[src/rtl/logic_unit_pipe.sv]
// rtl/logic_unit_pipe.sv - two-stage handshaked bitwise logic unit with saturating completion counter
module logic_unit_pipe #(
   parameter int WIDTH     = 8,
   parameter int CNT_WIDTH = 16
) (
   input  logic                 clk,
   input  logic                 rst_n,
   input  logic                 in_valid,
   output logic                 in_ready,
   input  logic [1:0]           in_op,
   input  logic                 in_invert,
   input  logic [WIDTH-1:0]     in_a,
   input  logic [WIDTH-1:0]     in_b,
   output logic                 out_valid,
   input  logic                 out_ready,
   output logic [WIDTH-1:0]     out_result,
   output logic                 out_zero,
   output logic [CNT_WIDTH-1:0] op_count
);

   localparam logic [1:0]           OP_AND  = 2'b00;
   localparam logic [1:0]           OP_OR   = 2'b01;
   localparam logic [1:0]           OP_XOR  = 2'b10;
   localparam logic [CNT_WIDTH-1:0] CNT_MAX = '1;

   logic                 s1_valid;
   logic [1:0]           s1_op;
   logic                 s1_invert;
   logic [WIDTH-1:0]     s1_a;
   logic [WIDTH-1:0]     s1_b;
   logic                 s2_valid;

   logic                 s2_free;
   logic                 s1_move;
   logic                 in_fire;
   logic                 out_fire;
   logic [WIDTH-1:0]     s1_raw;
   logic [WIDTH-1:0]     s1_result;

   // in_ready depends only on pipeline state and out_ready, never on in_valid
   assign s2_free  = !s2_valid || out_ready;
   assign s1_move  = s1_valid && s2_free;
   assign in_ready = !s1_valid || s2_free;
   assign in_fire  = in_valid && in_ready;
   assign out_fire = s2_valid && out_ready;

   assign out_valid = s2_valid;

   always_comb begin
      s1_raw = s1_a;
      case (s1_op)
         OP_AND:  s1_raw = s1_a & s1_b;
         OP_OR:   s1_raw = s1_a | s1_b;
         OP_XOR:  s1_raw = s1_a ^ s1_b;
         default: s1_raw = s1_a;
      endcase
      s1_result = s1_invert ? ~s1_raw : s1_raw;
   end

   always_ff @(posedge clk) begin
      if (!rst_n) begin
         s1_valid  <= 1'b0;
         s1_op     <= 2'b00;
         s1_invert <= 1'b0;
         s1_a      <= '0;
         s1_b      <= '0;
      end else if (in_fire) begin
         s1_valid  <= 1'b1;
         s1_op     <= in_op;
         s1_invert <= in_invert;
         s1_a      <= in_a;
         s1_b      <= in_b;
      end else if (s1_move) begin
         s1_valid  <= 1'b0;
      end
   end

   // S2 only loads when it is free, so a stalled result stays put
   always_ff @(posedge clk) begin
      if (!rst_n) begin
         s2_valid   <= 1'b0;
         out_result <= '0;
         out_zero   <= 1'b0;
      end else if (s1_move) begin
         s2_valid   <= 1'b1;
         out_result <= s1_result;
         out_zero   <= (s1_result == '0);
      end else if (out_fire) begin
         s2_valid   <= 1'b0;
      end
   end

   always_ff @(posedge clk) begin
      if (!rst_n) begin
         op_count <= '0;
      end else if (out_fire && (op_count != CNT_MAX)) begin
         op_count <= op_count + CNT_WIDTH'(1);
      end
   end

endmodule

[config.mk]
export PLATFORM = sky130hd
export DESIGN_NAME = logic_unit_pipe
export DESIGN_NICKNAME = d
export VERILOG_FILES = /design/src/rtl/logic_unit_pipe.sv
export SDC_FILE = /design/constraint.sdc
export NUM_CORES = 1
export LEC_CHECK = 0
export CAP_MARGIN = 30
export CORE_MARGIN = 2
export CORE_UTILIZATION = 53
export CTS_BUF_LIST = sky130_fd_sc_hd__clkbuf_8
export CTS_CLUSTER_DIAMETER = 40
export DETAILED_ROUTE_END_ITERATION = 7
export PLACE_DENSITY = 0.86
export SLEW_MARGIN = 20
export SYNTH_ARGS = -nofsm -noshare
export SYNTH_HDL_FRONTEND = slang
export SYNTH_SLANG_ARGS = --single-unit
[constraint.sdc]
create_clock -name clk -period 2.4 [get_ports clk]
set_input_delay 0.48 -clock clk [delete_from_list [all_inputs] [get_ports clk]]
set_output_delay 0.48 -clock clk [all_outputs]
set_load 0.02 [all_outputs]
==> qor.yml, run 1 <==
cts:
  clk_pin_slew_ns: 0.08
  cts-root-buf: "clkbuf_8"
  post_cts.repair.setup_buffers: 0
  cts_tree: "built"
  clockBufferDepth: 2
  cts_max_level: 2
  cts.sinks: 46
  ctsResizeCount: 0
  clk_latency_ns: 0.30
  cts_buffers: 5
  cts_hold_buf: 0
timing:
  slew_headroom: 0.5945
  slew_violations: 0
  clock.fmax_mhz: 444.2
  whs_ns: 0.4778
  finalCritPeriodShare: 0.9379
  skew_ns: 0.002834
  setup_ws_ns: 0.1490
  hold_viol_final: 0
  tightest_slew_ns: 0.6019
  setup_violations: 0
  rsz0062_at_grt: "false"
  fin_tns_setup_ns: 0
  fin_crit_ns: 2.251
finish:
  syn_to_final_growth_pct: 26.32
  n_fill_cell: 333
  antenna_cells: 0
  fin_nets: 376
  drive_gt1_frac: 0.05952
  final_cells: 388
worst_setup_path:
  crit_path_start_kind: "primary input"
  cp_data_required_time_ns: 1.92
  crit-reg2reg-launch: "s1_a[6]"
  r2r_slack_ns: 0.23
  ff2ff_path_depth: 6
  path_class: "in2out"
  worstPathMaxFanout: 3
  crit_arrival_ns: 1.77
  timing.rr.end: "out_zero"
  end_kind: "output pin"
route:
  ant_nets: 0
  wl_um: 4874
  dr.first_iter.drc_count: 66
  via_count: 2036
  wire_per_inst_um: 12.56
  vias_per_cell: 5.247
  drc_errors: 0
  first_pass_iters: 4
place:
  post-place-cells: 381
  globalplace.congestion: 0.8065
  pre_cts_ws_ns: 0.06850
  dpl.hpwl_um: 3623
  io_buffers: 49
floorplan:
  die_area_sq_mm: 0.005150
  start_util: 0.5551
  coreArea_sq_mm: 0.004384
  dieHeight_um: 71.76
  dieWidth_um: 71.76
  num_io_pins: 50
  num_rows: 24
yosys:
  ys.warnings.count: 0
  ys_seq_area_frac: 0.3784
  synthFlopType: "dfxtp_1"
  async_flop_share: 0
  synth_area_sq_mm: 0.002434
  synth_cell_types: 32
  synth.net_count: 324
  synth_seq_cells: 46
  postSynthCellCount: 284
  synth_area_per_cell_sq_um: 8.569
  synth_edf_count: 0
power:
  leakage_nw: 1.256
  powerDensity_mw_per_mm2: 482.6
  peakVddDrop_mv: 0.3150
flow_run:
  max_cap_violations: 0
grt:
  grt_pass1_wl_um: 7907
  grt-ovfl-total: 0
  grt.total_usage: 0.1943
  grt_max_degree: 29
  grt_pass1_vias: 1857
  antenna_found_initial: 0
worst_hold_path:
  holdPathStages: 2
  min-delay-start: "s1_b[6]"
  whs_endpoint: "s1_b[6]"
  min_path_type: "reg2reg"
status:
  status: "completed"
-- registers in the layout, summed over array words and instances (netlist names) --
signal	cells
s1_op	2
out_valid	1
out_zero	1
s1_b	8
out_result	8
op_count	16
s1_a	8
s1_invert	1
s1_valid	1
-- synthesized netlist by cell type, drive strengths merged, types with 6 or more instances --
| cell type | n | share of area |
|---|---|---|
| nand2 | 52 | 0.080 |
| dfxtp | 46 | 0.38 |
| inv | 25 | 0.039 |
| nor2 | 22 | 0.034 |
| a21oi | 20 | 0.041 |
| ha | 17 | 0.087 |
| xor2 | 13 | 0.047 |
| and2 | 10 | 0.026 |
| o21ai | 10 | 0.021 |
| clkbuf | 8 | 0.012 |
| mux4 | 8 | 0.082 |
| nand3 | 8 | 0.016 |
| xnor2 | 8 | 0.029 |
| nand4 | 6 | 0.015 |
| o211ai | 6 | 0.019 |
-- worst max path at each step --
stage / start / endpoint / slack, ns / cells after the start
6_report: out_ready / in_ready / 0.15 / 4
2_1_floorplan: s1_a[6] / out_zero / 0.45 / 6
3_3_place_gp: out_ready / op_count[15] / 0.11 / 6
5_1_grt: out_ready / in_ready / 0.12 / 4
3_5_place_dp: out_ready / op_count[15] / 0.07 / 6
4_1_cts: out_ready / in_ready / 0.15 / 4
-- per-layer routing --
layer,GRT usage,vias up,share of wire
met4,0.07966,0,0.017
li1,-,1062,-
met5,0,-,0
met2,0.3251,42,0.49
met3,0.04641,7,0.041
met1,0.2406,925,0.46
-- power breakdown --
part           leakage (nW)  internal [W]  total, W  switching (W)
combinational         0.837      0.000119  0.000224       0.000106
sequential            0.375      0.000790  0.000816      0.0000259
clock                0.0438      0.000196  0.000443       0.000247
total                  1.26       0.00110   0.00148       0.000379
-- area by class of cell --
type,instances,area [sq um],area share
clock buffers,5,68.82,0.02239
clock inverters,2,10.01,0.003256
inverters,25,93.84,0.03053
multi-input cells,201,1365,0.4440
flip-flops and latches,46,920.9,0.2996
well taps,52,65.06,0.02116
repair buffers,57,550.5,0.1791
-- layout by cell type (no fill, tap or decap), types with 2 or more instances in the layout --
master	n
nor2_1	22
nand2b_1	2
buf_4	8
nand4_1	6
and4_1	2
o211ai_1	6
o21ai_0	10
inv_1	24
dfxtp_1	46
clkinv_2	2
nor3_1	2
and2_1	10
xnor2_1	8
clkbuf_8	5
mux4_2	3
nand2_1	52
mux4_1	5
a21oi_1	20
nand3_1	8
nor4_1	4
and3_1	4
xor2_1	13
ha_1	17
clkdlybuf4s50_1	49
-- critical path: stages --
cell	delay (ns)
clkdlybuf4s50_1	0.51
nor2b_1	0.07
nand2_1	0.10
clkdlybuf4s50_1	0.61
-- stage by stage --
step,util,area [sq um],total power [W]
CTS,0.7012,3074,0.001497
finish,0.7012,3074,0.001484
global route,0.7012,3074,0.001542
floorplan,-,2434,0.0009674
detailed placement,0.6832,2995,0.001059
global placement,0.6832,2995,0.001046
-- kinds of logic after synthesis --
logic type / count (synthesis) / share of synthesized area
flops: 46 / 0.3784
buf+inv: 37 / 0.06067
compound gates: 41 / 0.1008
xor+xnor: 21 / 0.07558
simple gates: 113 / 0.2113
mux: 9 / 0.08586
fa+ha+maj: 17 / 0.08740
Power figures use the tool's default switching activity.
==> run 2, diff against run 1 <==
Settings changed: CORE_ASPECT_RATIO set to 0.75, GPL_TIMING_DRIVEN set to 0.
==> qor.yml, run 2 (synthesis gave the netlist of run 1 again) <==
cts:
  cts_tree: "built"
  clockBufferDepth: 2
  clk_pin_slew_ns: 0.07
  cts-root-buf: "clkbuf_8"
  ctsResizeCount: 0
  post_cts.repair.setup_buffers: 0
  cts_buffers: 5
  cts_hold_buf: 0
  clk_latency_ns: 0.30
  cts.sinks: 46
  cts_max_level: 2
timing:
  setup_violations: 0
  fin_crit_ns: 2.307
  slew_violations: 0
  skew_ns: 0.005796
  finalCritPeriodShare: 0.9614
  clock.fmax_mhz: 433.4
  slew_headroom: 0.6144
  tightest_slew_ns: 0.5723
  hold_viol_final: 0
  rsz0062_at_grt: "false"
route:
  drc_errors: 0
  ant_nets: 0
  vias_per_cell: 5.188
  via_count: 2065
  dr.first_iter.drc_count: 107
  first_pass_iters: 4
  wire_per_inst_um: 12.82
  wl_um: 5101
finish:
  final_common_cell: "nand2_1"
  drive_gt1_frac: 0.03812
  postLayoutCoreUtil: 0.6985
  final_cell_mix: "52 x nand2_1, 49 x clkdlybuf4s50_1, 46 x dfxtp_1"
  final_cells: 398
  n_fill_cell: 366
  seq_area_sq_um: 920.9
  multi_input_area_sq_mm: 0.001365
  largest_reg_flops: 16
  final_area_sq_mm: 0.003102
  antenna_cells: 0
  syn_to_final_growth_pct: 27.45
  fin_nets: 380
  largest-register: "op_count"
worst_setup_path:
  path_class: "in2out"
  end_kind: "output pin"
  cp_data_required_time_ns: 1.92
  crit_arrival_ns: 1.83
  startpoint: "out_ready"
  worstPathMaxFanout: 4
  timing.rr.end: "out_zero"
  crit_path_start_kind: "primary input"
  ff2ff_path_depth: 6
  crit-reg2reg-launch: "s1_a[0]"
  r2r_slack_ns: 0.22
  critPathCapture: "in_ready"
floorplan:
  coreArea_sq_mm: 0.004441
  die_area_sq_mm: 0.005156
  dieHeight_um: 62.69
  num_io_pins: 50
  dieWidth_um: 82.25
  start_util: 0.5480
  num_rows: 21
status:
  status: "completed"
place:
  dpl.hpwl_um: 3801
  post-place-cells: 390
  placed_area_sq_mm: 0.002995
  globalplace.congestion: 0.8645
  io_buffers: 49
power:
  leakage_nw: 1.256
  peakVddDrop_mv: 0.3396
  power_w: 0.001597
  powerDensity_mw_per_mm2: 515.0
worst_hold_path:
  min_path_type: "reg2reg"
flow_run:
  max_cap_violations: 0
grt:
  grt_pass1_vias: 1860
  grt-ovfl-total: 0
  grt_pass1_wl_um: 8438
  grt_max_degree: 14
  antenna_found_initial: 0
  grt.total_usage: 0.2136
-- run 2: cell types whose count changed in the layout (fill, tap and decap cells not counted), sizes merged --
cell / delta
bufinv: +1
clkinv: -2
clkbuf: +8
buf: -4
inv: +2
-- run 2: worst max-delay path, cell delays in order --
cell             delay, ns
clkdlybuf4s50_1       0.43
nor2b_1               0.23
nand2_1               0.13
clkdlybuf4s50_1       0.55
-- run 2: how the worst min path moves through the flow --
stage / startpoint / to / cells past startpoint
finish: s1_b[4] / s1_b[4] / 2
global route: s1_a[7] / s1_a[7] / 2
CTS: s1_b[4] / s1_b[4] / 2
detailed placement: s1_b[4] / s1_b[4] / 2
global placement: s1_b[0] / s1_b[0] / 2
floorplan: s1_b[0] / s1_b[0] / 2
-- run 2: area by class of cell --
| class | count | share of cell area |
|---|---|---|
| buffer | 12 | 0.01735 |
| clock buffer | 5 | 0.02219 |
| clock inverter | 3 | 0.01210 |
| inverter | 25 | 0.03025 |
| multi-input combinational | 201 | 0.4401 |
| sequential | 46 | 0.2969 |
| tap | 57 | 0.02299 |
| timing repair buffer | 49 | 0.1581 |
-- run 2: report_power, final --
part	internal [W]	total, W	switching (W)	leakage (nW)
registers	0.000790	0.000812	0.0000217	0.375
logic	0.000117	0.000230	0.000113	0.820
clock network	0.000303	0.000556	0.000253	0.0607
-- run 2: per-layer routing --
metal | GRT usage | share of wire | up-vias
met3 | 0.05058 | 0.038 | 8
met5 | 0 | 0 | -
met1 | 0.2877 | 0.48 | 949
li1 | - | - | 1069
met4 | 0.08542 | 0.015 | 0
met2 | 0.3276 | 0.47 | 39
-- run 2: metrics by stage --
| stage | worst slack, ns | hold slack (ns) | setup TNS, ns |
|---|---|---|---|
| global route | 0.02271 | 0.5099 | 0 |
| CTS | 0.09418 | 0.4770 | 0 |
| detailed placement | -0.03286 | 0.4662 | -0.1215 |
| floorplan | 0.4489 | 0.4530 | 0 |
| global placement | 0.01168 | 0.4607 | 0 |
| finish | 0.09266 | 0.4771 | 0 |
==> run 3, diff against run 2 <==
Settings changed: MAX_ROUTING_LAYER set to met4, TNS_END_PERCENT set to 1.
==> qor.yml, run 3 (synthesis gave the netlist of run 1 again) <==
status:
  status: "completed"
finish:
  largest_reg_flops: 16
  syn_to_final_growth_pct: 27.45
  antenna_cells: 0
  drive_gt1_frac: 0.03812
  fin_nets: 380
  largest-register: "op_count"
  final_common_cell: "nand2_1"
  final_cell_mix: "52 x nand2_1, 49 x clkdlybuf4s50_1, 46 x dfxtp_1"
  final_cells: 398
power:
  p_switching_w: 0.0003873
  peakVddDrop_mv: 0.3413
  power.share.clock: 0.348
  p_comb_frac: 0.144
  leakage_nw: 1.256
  power_w: 0.001598
  swShare: 0.2424
  internal_power_w: 0.001210
  powerDensity_mw_per_mm2: 515.1
  power.share.sequential: 0.508
place:
  io_buffers: 49
  pre_cts_ws_ns: -0.03286
  dpl.hpwl_um: 3801
  globalplace.congestion: 0.8784
  post-place-cells: 390
worst_setup_path:
  crit_path_start_kind: "primary input"
  path_class: "in2out"
  cp_data_required_time_ns: 1.92
  crit_arrival_ns: 1.82
  worstPathMaxFanout: 4
  end_kind: "output pin"
cts:
  cts_hold_buf: 0
  ctsResizeCount: 0
  clk_pin_slew_ns: 0.07
  clockBufferDepth: 2
  cts-root-buf: "clkbuf_8"
  post_cts.repair.setup_buffers: 0
  cts_max_level: 2
  cts_tree: "built"
  clk_latency_ns: 0.30
  cts_buffers: 5
  cts.sinks: 46
floorplan:
  num_rows: 21
  die_area_sq_mm: 0.005156
  num_io_pins: 50
  start_util: 0.5480
  coreArea_sq_mm: 0.004441
  dieHeight_um: 62.69
  dieWidth_um: 82.25
route:
  vias_per_cell: 5.224
  first_pass_iters: 7
  via_count: 2079
  drc_errors: 0
  wl_um: 5127
  ant_nets: 0
  dr.first_iter.drc_count: 125
  wire_per_inst_um: 12.88
timing:
  finalCritPeriodShare: 0.9599
  clock.fmax_mhz: 434.1
  tightest_slew_ns: 0.5715
  slew_violations: 0
  slew_headroom: 0.6150
  whs_ns: 0.4765
  setup_violations: 0
  setup_ws_ns: 0.09625
  fin_crit_ns: 2.304
  skew_ns: 0.007070
  fin_tns_setup_ns: 0
  rsz0062_at_grt: "false"
  hold_viol_final: 0
grt:
  grt.total_usage: 0.2192
  grt_pass1_vias: 1847
  antenna_found_initial: 0
  grt_max_degree: 14
  grt-ovfl-total: 0
  grt_pass1_wl_um: 8445
worst_hold_path:
  min_path_type: "reg2reg"
flow_run:
  max_cap_violations: 0
run 3: final timing paths:
kind | startpoint | endpoint | slack (ns) | cells after the start
worst max register to register | s1_a[0] | out_zero | 0.22 | 6
worst min register to register | s1_b[4] | s1_b[4] | 0.48 | 2
worst max-delay path | out_ready | in_ready | 0.1 | 4
worst min-delay path | s1_b[4] | s1_b[4] | 0.48 | 2
run 3: power by group through the flow:
stage | Sequential, W | Clock (W) | Combinational, W
3_3_place_gp | 0.000827 | 0 | 0.000220
2_1_floorplan | 0.000835 | 0 | 0.000132
6_report | 0.000812 | 0.000556 | 0.000230
4_1_cts | 0.000812 | 0.000569 | 0.000231
3_5_place_dp | 0.000830 | 0 | 0.000228
5_1_grt | 0.000816 | 0.000614 | 0.000256
run 3: metal layers:
| layer | GRT usage | up-vias | wire length (um) |
|---|---|---|---|
| met1 | 0.2886 | 945 | 2425 |
| li1 | - | 1072 | - |
| met2 | 0.3256 | 55 | 2406 |
| met3 | 0.06792 | 7 | 242 |
| met4 | 0.06042 | 0 | 52 |
| met5 | - | - | 0 |
run 3: area by class of cell:
type / instances / area (sq um)
Timing Repair Buffer: 49 / 490.5
Fill cell: 366 / 1339
Sequential cell: 46 / 920.9
Buffer: 12 / 53.80
Tap cell: 57 / 71.32
Multi-Input combinational cell: 201 / 1365
Inverter: 25 / 93.84
Clock buffer: 5 / 68.82
Clock inverter: 3 / 37.54
run 3: metrics by stage:
| stage | utilization | area (sq um) |
|---|---|---|
| floorplan | - | 2434 |
| finish | 0.6985 | 3102 |
| global route | 0.6985 | 3102 |
| global placement | 0.6746 | 2995 |
| CTS | 0.6985 | 3102 |
| detailed placement | 0.6746 | 2995 |
run 3: critical path, cell delays in order:
cell and delay [ns]:
clkdlybuf4s50_1 0.43, nor2b_1 0.23, nand2_1 0.13, clkdlybuf4s50_1 0.55
